[config.mk]
export PLATFORM = sky130hd
export DESIGN_NAME = rv_instr_encoder
export DESIGN_NICKNAME = d
export VERILOG_FILES = /design/src/rtl/rv_instr_encoder.sv
export SDC_FILE = /design/constraint.sdc
export NUM_CORES = 1
export LEC_CHECK = 0
export ABC_CLOCK_PERIOD_IN_PS = 3300
export CORE_MARGIN = 2
export CORE_UTILIZATION = 53
export CTS_CLUSTER_DIAMETER = 100
export CTS_CLUSTER_SIZE = 12
export DETAILED_ROUTE_END_ITERATION = 7
export PLACE_DENSITY = 0.92
export SLEW_MARGIN = 30
export SYNTH_ARGS = -nofsm -noshare
export SYNTH_HDL_FRONTEND = slang
export SYNTH_SLANG_ARGS = --single-unit
[constraint.sdc]
create_clock -name clk -period 3.3 [get_ports clk]
set_input_delay 0.66 -clock clk [delete_from_list [all_inputs] [get_ports clk]]
set_output_delay 0.66 -clock clk [all_outputs]
set_load 0.005 [all_outputs]
[src/rtl/rv_instr_encoder.sv]
// Encodes abstract ALU/load/branch requests into RV32I words and streams them into IMEM.
// Latency 1 (accept -> imem_we); req_ready only while a burst has slots left; start ignored while busy.
module rv_instr_encoder #(
  parameter int ADDR_W = 32,
  parameter int CNT_W  = 8
) (
  input  logic              clk,
  input  logic              reset_n,
  input  logic              start,
  input  logic [ADDR_W-1:0] base_addr,
  input  logic [CNT_W-1:0]  count,
  input  logic              req_valid,
  output logic              req_ready,
  input  logic [3:0]        req_op,
  input  logic [4:0]        req_rd,
  input  logic [4:0]        req_rs1,
  input  logic [4:0]        req_rs2,
  input  logic [12:0]       req_imm,
  output logic              imem_we,
  output logic [ADDR_W-1:0] imem_addr,
  output logic [31:0]       imem_wdata,
  output logic              busy,
  output logic              done,
  output logic              err
);

  typedef enum logic [1:0] {IDLE, LOAD, FLUSH, DONE} state_t;

  state_t            state_q, state_d;
  logic [ADDR_W-1:0] addr_q, addr_d;
  logic [ADDR_W-1:0] imem_addr_q, imem_addr_d;
  logic [CNT_W-1:0]  rem_q, rem_d;
  logic [31:0]       wdata_q, wdata_d;
  logic              we_q, we_d;
  logic              done_q, done_d;
  logic              busy_q, busy_d;
  logic              err_q, err_d;
  logic [31:0]       enc;
  logic              illegal;
  logic              xfer;

  always_comb begin
    enc     = 32'h0000_0013;
    illegal = 1'b0;
    case (req_op)
      4'd0:  enc = {7'b0000000, req_rs2, req_rs1, 3'b000, req_rd, 7'b0110011};
      4'd1:  enc = {7'b0100000, req_rs2, req_rs1, 3'b000, req_rd, 7'b0110011};
      4'd2:  enc = {req_imm[11:0], req_rs1, 3'b000, req_rd, 7'b0010011};
      4'd3:  enc = {req_imm[11:0], req_rs1, 3'b010, req_rd, 7'b0000011};
      4'd4:  enc = {req_imm[11:0], req_rs1, 3'b100, req_rd, 7'b0000011};
      4'd5:  enc = {req_imm[11:0], req_rs1, 3'b100, req_rd, 7'b0010011};
      4'd6:  enc = {req_imm[11:0], req_rs1, 3'b111, req_rd, 7'b0010011};
      4'd7:  enc = {7'b0000000, req_imm[4:0], req_rs1, 3'b101, req_rd, 7'b0010011};
      4'd8:  enc = {7'b0100000, req_imm[4:0], req_rs1, 3'b101, req_rd, 7'b0010011};
      4'd9:  enc = {7'b0000000, req_imm[4:0], req_rs1, 3'b001, req_rd, 7'b0010011};
      4'd10: enc = {req_imm[12], req_imm[10:5], req_rs2, req_rs1, 3'b001,
                    req_imm[4:1], req_imm[11], 7'b1100011};
      // Illegal ops still consume their slot, filled with a NOP.
      default: illegal = 1'b1;
    endcase
  end

  assign req_ready = (state_q == LOAD) && (rem_q != '0);
  assign xfer      = req_valid && req_ready;

  always_comb begin
    state_d     = state_q;
    addr_d      = addr_q;
    imem_addr_d = imem_addr_q;
    rem_d       = rem_q;
    wdata_d     = wdata_q;
    err_d       = err_q;
    we_d        = 1'b0;
    done_d      = 1'b0;
    case (state_q)
      IDLE: begin
        if (start) begin
          err_d  = 1'b0;
          addr_d = base_addr;
          rem_d  = count;
          if (count == '0) begin
            state_d = DONE;
            done_d  = 1'b1;
          end else begin
            state_d = LOAD;
          end
        end
      end
      LOAD: begin
        if (xfer) begin
          we_d        = 1'b1;
          imem_addr_d = addr_q;
          wdata_d     = enc;
          addr_d      = addr_q + ADDR_W'(4);
          rem_d       = rem_q - CNT_W'(1);
          if (illegal) err_d = 1'b1;
          if (rem_q == CNT_W'(1)) begin
            state_d = FLUSH;
            done_d  = 1'b1;
          end
        end
      end
      FLUSH:   state_d = IDLE;
      default: state_d = IDLE;
    endcase
    busy_d = (state_d != IDLE);
  end

  always_ff @(posedge clk or negedge reset_n) begin
    if (!reset_n) begin
      state_q     <= IDLE;
      addr_q      <= '0;
      imem_addr_q <= '0;
      rem_q       <= '0;
      wdata_q     <= '0;
      err_q       <= 1'b0;
      we_q        <= 1'b0;
      done_q      <= 1'b0;
      busy_q      <= 1'b0;
    end else begin
      state_q     <= state_d;
      addr_q      <= addr_d;
      imem_addr_q <= imem_addr_d;
      rem_q       <= rem_d;
      wdata_q     <= wdata_d;
      err_q       <= err_d;
      we_q        <= we_d;
      done_q      <= done_d;
      busy_q      <= busy_d;
    end
  end

  assign imem_we    = we_q;
  assign imem_addr  = imem_addr_q;
  assign imem_wdata = wdata_q;
  assign busy       = busy_q;
  assign done       = done_q;
  assign err        = err_q;

endmodule
After elaboration in Yosys (flattened, before gate mapping)
Index checks and enable logic that the tools add are counted.
{ "word_totals": {"ff_bits": 110} }
{ "classes": {"reduce_logical": 12, "eq_ne": 15, "mux": 23, "addsub": 2} }
{ "ops": {"columns": ["op", "count"], "rows": [
  ["32-bit one-hot mux with 11 select lines", 1],
  ["32-bit two-way mux", 2],
  ["32-bit one-hot mux with 2 select lines", 1],
  ["32-bit by 3-bit adder with 32-bit output (second input constant)", 1],
  ["4-bit by 3-bit == test with 1-bit output (second input constant)", 4],
  ["8-bit two-way mux", 2],
  ["8-bit one-hot mux with 2 select lines", 1],
  ["4-bit == test (second input constant)", 3],
  ["11-bit OR reduction", 1],
  ["1-bit two-way mux", 9],
  ["4-bit by 2-bit == test with 1-bit output (second input constant)", 2],
  ["8-bit by 1-bit == test with 1-bit output (second input constant)", 1],
  ["8-bit zero test", 1],
  ["2-bit two-way mux", 4],
  ["8-bit nonzero test", 1],
  ["8-bit by 1-bit subtractor with 8-bit output (second input constant)", 1],
  ["2-bit inequality test (second input constant)", 3],
  ["4-bit by 1-bit == test with 1-bit output (second input constant)", 1],
  ["4-bit zero test", 1],
  ["1-bit one-hot mux with 2 select lines", 2],
  ["2-bit one-hot mux with 2 select lines", 1],
  ["4-bit AND reduction", 1],
  ["2-bit nonzero test", 2],
  ["3-bit AND reduction", 1],
  ["4 further kinds", 5]
]} }

Longest topological paths before layout
Gate-level depths: netlist of the first run.
{ "depth": {"depth_word": 6, "ltp_mapped": 9, "depth_no_buf": 7} }

Least setup slack after synthesis of the first run
Ideal clock, no wire load.
{ "synth_timing": {"kind": "reg2out", "startpoint": "register state_q[0]", "endpoint": "output req_ready", "stages_incl_launch_ff": 6, "slack_ns": 1.343, "n_path_buf": 3, "t_arrival_ns": 1.297, "required_ns": 2.640, "path_cell_list": "dfrtp_1 nand2b_1 clkbuf_1 clkbuf_1 buf_1 a21oi_1"} }
{ "synth_via": {"elab_chain_len": 2} }
{ "synth_rtl": {"columns": ["item", "line", "source"], "rows": [
  ["start, declared", "29", "state_t state_q, state_d;"],
  ["start signal, assigned", "121", "state_q <= state_d;"],
  ["2-bit by 1-bit == test with 1-bit output", "63", "assign req_ready = (state_q == LOAD) && (rem_q != '0);"],
  ["1-bit logical AND", "63", null],
  ["end, declared", "13", "output logic req_ready,"]
]} }
No other way between the ends.

Worst setup path in the final report of the first run
{ "layout_timing": {"startpoint": "register rem_q[4]", "endpoint": "output req_ready"} }
{ "layout_via": {"elab_chain_len": 2} }
{ "layout_rtl": {"columns": ["item", "line", "source"], "rows": [
  ["start, declared", "32", "logic [CNT_W-1:0] rem_q, rem_d;"],
  ["start signal, assigned", "124", "rem_q <= rem_d;"],
  ["8-bit nonzero test", "63", null],
  ["1-bit logical AND", "63", null]
]} }
No other way between the ends.

==> results.ini, run 1 <==
[logic_synthesis]
synth_ff_type=dfrtp_1
synthCells=607
synthAdderAreaFrac=0.00930
synth_edf_count=0
synth-simple-area-share=0.229
yosys-top-cells-count=nand2_1, dfrtp_1, a21oi_1, o21ai_0
yosys.cell_count.top_type=nand2_1
yosys_warnings=0
synth_top_family_by_area=simple AND/OR/NAND/NOR gates
synth_compound_area_frac=0.205
ys_seq_elements=107
synth.distinct_cells=65
netlist_area_um2=5380
ys_seq_area_frac=0.498
synthMuxAreaShare=0
async_flop_share=1.00
netlist.top_cell.by_area=dfrtp_1
syn_area_per_cell_um2=8.86
synth_xor_area_frac=0.00326
yosysTopAreaCellShare=0.498
synthTopCellsByArea=dfrtp_1, nand2_1, a21oi_1

[clock_tree]
htree_levels=3
clkTransAtPathRegs_ps=100
insertion_delay_ps=370
cts-hold-fix-buffers=0
clockRootBuffer=clkbuf_8
cts-buffers-inserted=9
ctsResizeCount=0
clk_path_buf_depth=2
cts_tree=yes
post_cts_buffers=0
clock_sinks=107

[worst_setup_path]
slowest_delay_ps=470
arrival_ps=2020
setup.worst_path.class=register to primary output
crit_fanout=7
cp-end-kind=primary output
crit_buf_inv=1
r2r_cells=6
cp_cell_sequence=nor4_1, and2_1, a21oi_1, clkdlybuf4s50_1
cp-start-kind=register
cpMaxStageDelayCell=clkdlybuf4s50_1
cp.depth=4
cp_top_family=simple AND/OR/NAND/NOR gates
critPathRequiredTime_ps=2640

[sta]
worst_pin_slew_ps=809
max_clock_freq_ghz=0.373
rsz0062_at_grt=false
max_slew_margin=0.461
finalCriticalPeriod_ps=2680
hold_viol_final=0
setup_viol=0
period_share=0.811
clock_skew_ps=19.1
final.setup.tns_ps=0
maxSlewViolCount=0

[cells_and_area]
layout.cells.non_filler=861
seq_area_um2=2680
diodes=0
nets=803
fillers=751
drive_gt1_frac=0.0618
multi_input_area_um2=2420
area_delta_synth_final_pct=30.8

[pwr]
worst_ir_drop_vdd_v=0.000475
powerDensity_nw_per_um2=759
p_leak_uw=0.00311

[floorplan]
core_area_um2=9820
die_h_um=105
die_w_um=105
num_io_pins=145
die-area_um2=11000
initial_utilization=0.548
core.rowCount=36

[route]
firstDrtPassIters=6
drc=0
num_vias=5104
drt_iter0_markers=407
viasPerCell=5.93
drt-total-wl_um=14500
antenna_left=0
wire_per_inst_um=16.8

[global_route]
grt_use_met3=0.0312
top_usage_layer=met2
gr-total-overflow=0
grt_max_degree=69
grt_pass1_wl_um=23700
use_met1=0.362
antenna_found_initial=0
grt_usage=0.265
use_met2=0.440
grt_pass1_vias=4852

[worst_hold_path]
min_path_type=input port to asynchronous set/reset pin

[place]
place_inst=845
hpwl_um=10400
io_buffers=142
finalWeightedCongestion=0.886

[flow_run]
max_cap_viol_count=0

[run_status]
outcome=completed

## path summary, 6_finish.rpt
| check | from | to | slack (ps) |
|---|---|---|---|
| max reg2reg | state_q[1]$_DFF_PN0_ | imem_wdata[10]$_DFFE_PN0P_ | 790 |
| max | rem_q[4]$_DFFE_PN0P_ | req_ready | 620 |
| min | reset_n | imem_wdata[17]$_DFFE_PN0P_ | 370 |
| min in group clk | imem_wdata[19]$_DFFE_PN0P_ | imem_wdata[19]$_DFFE_PN0P_ | 490 |
| min reg2reg | imem_wdata[19]$_DFFE_PN0P_ | imem_wdata[19]$_DFFE_PN0P_ | 490 |
| max in group asynchronous | reset_n | rem_q[6]$_DFFE_PN0P_ | 2190 |
## cells by family after synthesis
group	after synthesis
simple gates	261
compound gates	163
flops	107
buf+inv	69
fa+ha+maj	4
xor+xnor	2
other cells	1
## final cells by class
type / instances / share of cell area
Sequential cell: 107 / 0.380
Clock inverter: 5 / 0.00604
Clock buffer: 11 / 0.0201
Tap cell: 133 / 0.0236
Timing Repair Buffer: 153 / 0.215
Inverter: 20 / 0.0107
Multi-Input combinational cell: 432 / 0.344
## per-layer routing
| metal | wire length [um] | part of all wire | vias up |
|---|---|---|---|
| met5 | 0 | 0 | - |
| met2 | 6980 | 0.48 | 262 |
| li1 | - | - | 2386 |
| met1 | 6170 | 0.43 | 2437 |
| met3 | 1050 | 0.072 | 19 |
| met4 | 293 | 0.020 | 0 |
## flip-flops by register name, summed over array words and instances (netlist names)
signal / count
addr_q: 32
imem_addr: 32
imem_wdata: 29
rem_q: 8
state_q: 2
busy: 1
done: 1
err: 1
imem_we: 1
## placed cells by master (no fill, tap or decap), drive strengths merged, types with 6 or more instances in the layout
cell type        n
nand3           22
dfrtp          107
buf             12
o22ai            8
nor2            26
and3             6
nand2          150
o21a             6
clkdlybuf4s50  141
inv             22
clkbuf          11
nor3            10
a22o             6
o21ai           33
a31oi            8
a21oi           47
nor4             7
nand4            9
## through the flow
stage,total power (uW),instance area (um^2),hold WS [ps],setup WS (ps),utilization
after CTS,5330,7040,399,636,0.717
after floorplan,3490,5380,364,1340,-
after global placement,4440,6850,449,685,0.698
final,5340,7040,374,622,0.717
after detailed placement,4570,6850,462,609,0.698
after global routing,5700,7040,435,528,0.717
## power breakdown
| part | total, uW | switching, uW | leakage, uW | internal, uW |
|---|---|---|---|---|
| registers | 2290 | 465 | 0.00128 | 1820 |
| logic | 2280 | 1150 | 0.00175 | 1130 |
| clock network | 765 | 459 | 0.0000909 | 306 |
(Power assumes the default switching activity.)
==> inputs of run 2 (changes only) <==
- ABC_CLOCK_PERIOD_IN_PS: 3300 -> 2600
- CORE_UTILIZATION: 53 -> 49
- PLACE_DENSITY: 0.92 -> 0.86
- clock period: 3.3 -> 2.6 ns (I/O delays scaled with it)
==> run 2 against run 1 <==
Compared with the run above:
- sequential share of layout area down 0.75 points
- clock skew down 9.3 ps
- core utilization down 5.2 points
- via count down 0.92%
- highest routed layer unchanged
- worst setup slack worse by 530 ps
- sequential cell count unchanged
- routed wire length up 1.1%
- count of clock-buffer cells in the layout down 1
==> results.ini, run 2 (same netlist as run 1, synthesis figures left out) <==
[clock_tree]
clockRootBuffer=clkbuf_8
clock_sinks=107  ; unchanged
cts_tree=yes
cts-buffers-inserted=9  ; unchanged
cts-hold-fix-buffers=0  ; unchanged
htree_levels=3  ; unchanged
clk_path_buf_depth=2  ; unchanged
clkTransAtPathRegs_ps=90  ; about the same
insertion_delay_ps=380  ; about the same

[cells_and_area]
seq_area_um2=2680  ; unchanged
final_common_cell=nand2_1
final_cell_mix=nand2_1, clkdlybuf4s50_1, dfrtp_1
drive_gt1_frac=0.0696  ; +0.00776
diodes=0  ; unchanged
multi_input_area_um2=2430  ; +0.21%
nets=808  ; +0.62%
fillers=859  ; +14%
area_delta_synth_final_pct=33.5

[floorplan]
core.rowCount=38  ; +5.6%
die-area_um2=11800  ; +7.8%
num_io_pins=145  ; unchanged
die_w_um=109  ; +3.8%
die_h_um=109  ; +3.8%
core_area_um2=10800  ; +9.9%
initial_utilization=0.498  ; -0.0494

[worst_setup_path]
r2r_cells=6  ; unchanged
reg2reg_slack_ps=270  ; -520 ps
setup.worst_path.class=register to primary output
cp_cell_sequence=nor4_1, and2_1, a21oi_1, clkdlybuf4s50_1
rr_startpoint=rem_q[4]$_DFFE_PN0P_
arrival_ps=1980  ; -40 ps
cp.depth=4  ; unchanged
cp_top_family=simple AND/OR/NAND/NOR gates
cp-end-kind=primary output
critPathRequiredTime_ps=2080  ; -560 ps
cp-start-kind=register
slowest_delay_ps=460  ; about the same
crit_buf_inv=1  ; unchanged
cpMaxStageDelayCell=dfrtp_1
worstReg2RegEnd=imem_wdata[22]$_DFFE_PN0P_
crit_fanout=7  ; unchanged

[pwr]
p_leak_uw=0.00318  ; +2.2%
power.switching_uw=2610  ; +26%
seqPwrFrac=0.412  ; -0.017
powerDensity_nw_per_um2=983  ; +30%
power_frac_comb=0.413  ; -0.015
p_int_uw=4450  ; +36%
swShare=0.370  ; -0.0190
clkPwrFrac=0.176  ; +0.033
worst_ir_drop_vdd_v=0.000470  ; -1.0%
total_power_uw=7060  ; +32%

[place]
finalWeightedCongestion=0.871  ; -1.7%
io_buffers=142  ; unchanged
hpwl_um=10300  ; -0.83%

[route]
wire_per_inst_um=16.8  ; -0.27%
drt_iter0_markers=447  ; +9.8%
viasPerCell=5.79  ; -2.3%
num_vias=5057  ; -0.92%
drc=0  ; unchanged
antenna_left=0  ; unchanged
drt-total-wl_um=14700  ; +1.1%
firstDrtPassIters=5  ; -1

[sta]
maxSlewViolCount=0  ; unchanged
max_slew_margin=0.578  ; +0.118
final.setup.tns_ps=0  ; unchanged
setup_viol=0  ; unchanged
hold_viol_final=0  ; unchanged
rsz0062_at_grt=false
worst_pin_slew_ps=633  ; -176 ps
period_share=0.963
finalCriticalPeriod_ps=2500
max_clock_freq_ghz=0.400
clock_skew_ps=9.78  ; -9.31 ps

[global_route]
grt_usage=0.250  ; -0.0142
gr-total-overflow=0  ; unchanged
grt_pass1_vias=4828  ; -0.49%
grt_max_degree=69  ; unchanged
grt_pass1_wl_um=23400  ; -1.3%
antenna_found_initial=0  ; unchanged

[worst_hold_path]
min_path_type=input port to asynchronous set/reset pin

[run_status]
outcome=completed

[flow_run]
max_cap_viol_count=0  ; unchanged

[run 2: cell types whose count changed in the layout (fill, tap and decap cells not counted)]
cell       change
clkinv_4       -1
nor2_2         -1
buf_4          +3
bufinv_16      +3
inv_6          -2
clkinv_1       -1
buf_12         +2
inv_1          +1
clkbuf_1       -1
nor2_4         +1
clkinv_2       +1
[run 2: what timing repair did]
| item | 4_1_cts | 5_1_grt |
|---|---|---|
| buffers inserted | 0 | 0 |
| resized for setup | 0 | 1 |
| setup endpoints to repair | 0 | 11 |
[run 2: final cells by class]
class / instances / share of cell area
Clock inverter: 6 / 0.0155
Inverter: 20 / 0.0105
Clock buffer: 10 / 0.0192
Sequential cell: 107 / 0.373
Timing Repair Buffer: 158 / 0.220
Tap cell: 140 / 0.0244
Multi-Input combinational cell: 432 / 0.338
[run 2: stage by stage]
step                cell area, um^2  utilization  cells  worst slack, ps  hold slack, ps
global placement               6930        0.642    857              163             450
finish                         7180        0.665    873             97.0             116
detailed placement             6930        0.642    857             53.1             461
CTS                            7170        0.665    873             23.9             112
global route                   7180        0.665    873             33.1             141
floorplan                      5380            -    608              719             224
[run 2: worst max path at each step]
stage / from / endpoint
2_1_floorplan: state_q[1]$_DFF_PN0_ / imem_wdata[20]$_DFFE_PN0P_
3_3_place_gp: req_valid / addr_q[10]$_DFFE_PN0P_
3_5_place_dp: req_valid / rem_q[6]$_DFFE_PN0P_
4_1_cts: rem_q[4]$_DFFE_PN0P_ / rem_q[6]$_DFFE_PN0P_
5_1_grt: rem_q[4]$_DFFE_PN0P_ / req_ready
6_report: rem_q[4]$_DFFE_PN0P_ / req_ready
[run 2: routing by layer]
layer  vias up  track usage  share of wire
li1       2382            -              -
met2       224        0.409           0.47
met5         -            0              0
met1      2426        0.329           0.43
met4         0       0.0925          0.021
met3        25       0.0538          0.083
[run 2: power by group through the flow]
stage          Combinational [uW]  Sequential, uW  Clock (uW)
6_report                     2910            2910        1240
5_1_grt                      3250            3000        1320
4_1_cts                      2920            2900        1260
3_5_place_dp                 2900            2920           0
3_3_place_gp                 2800            2880           0
2_1_floorplan                1620            2810           0
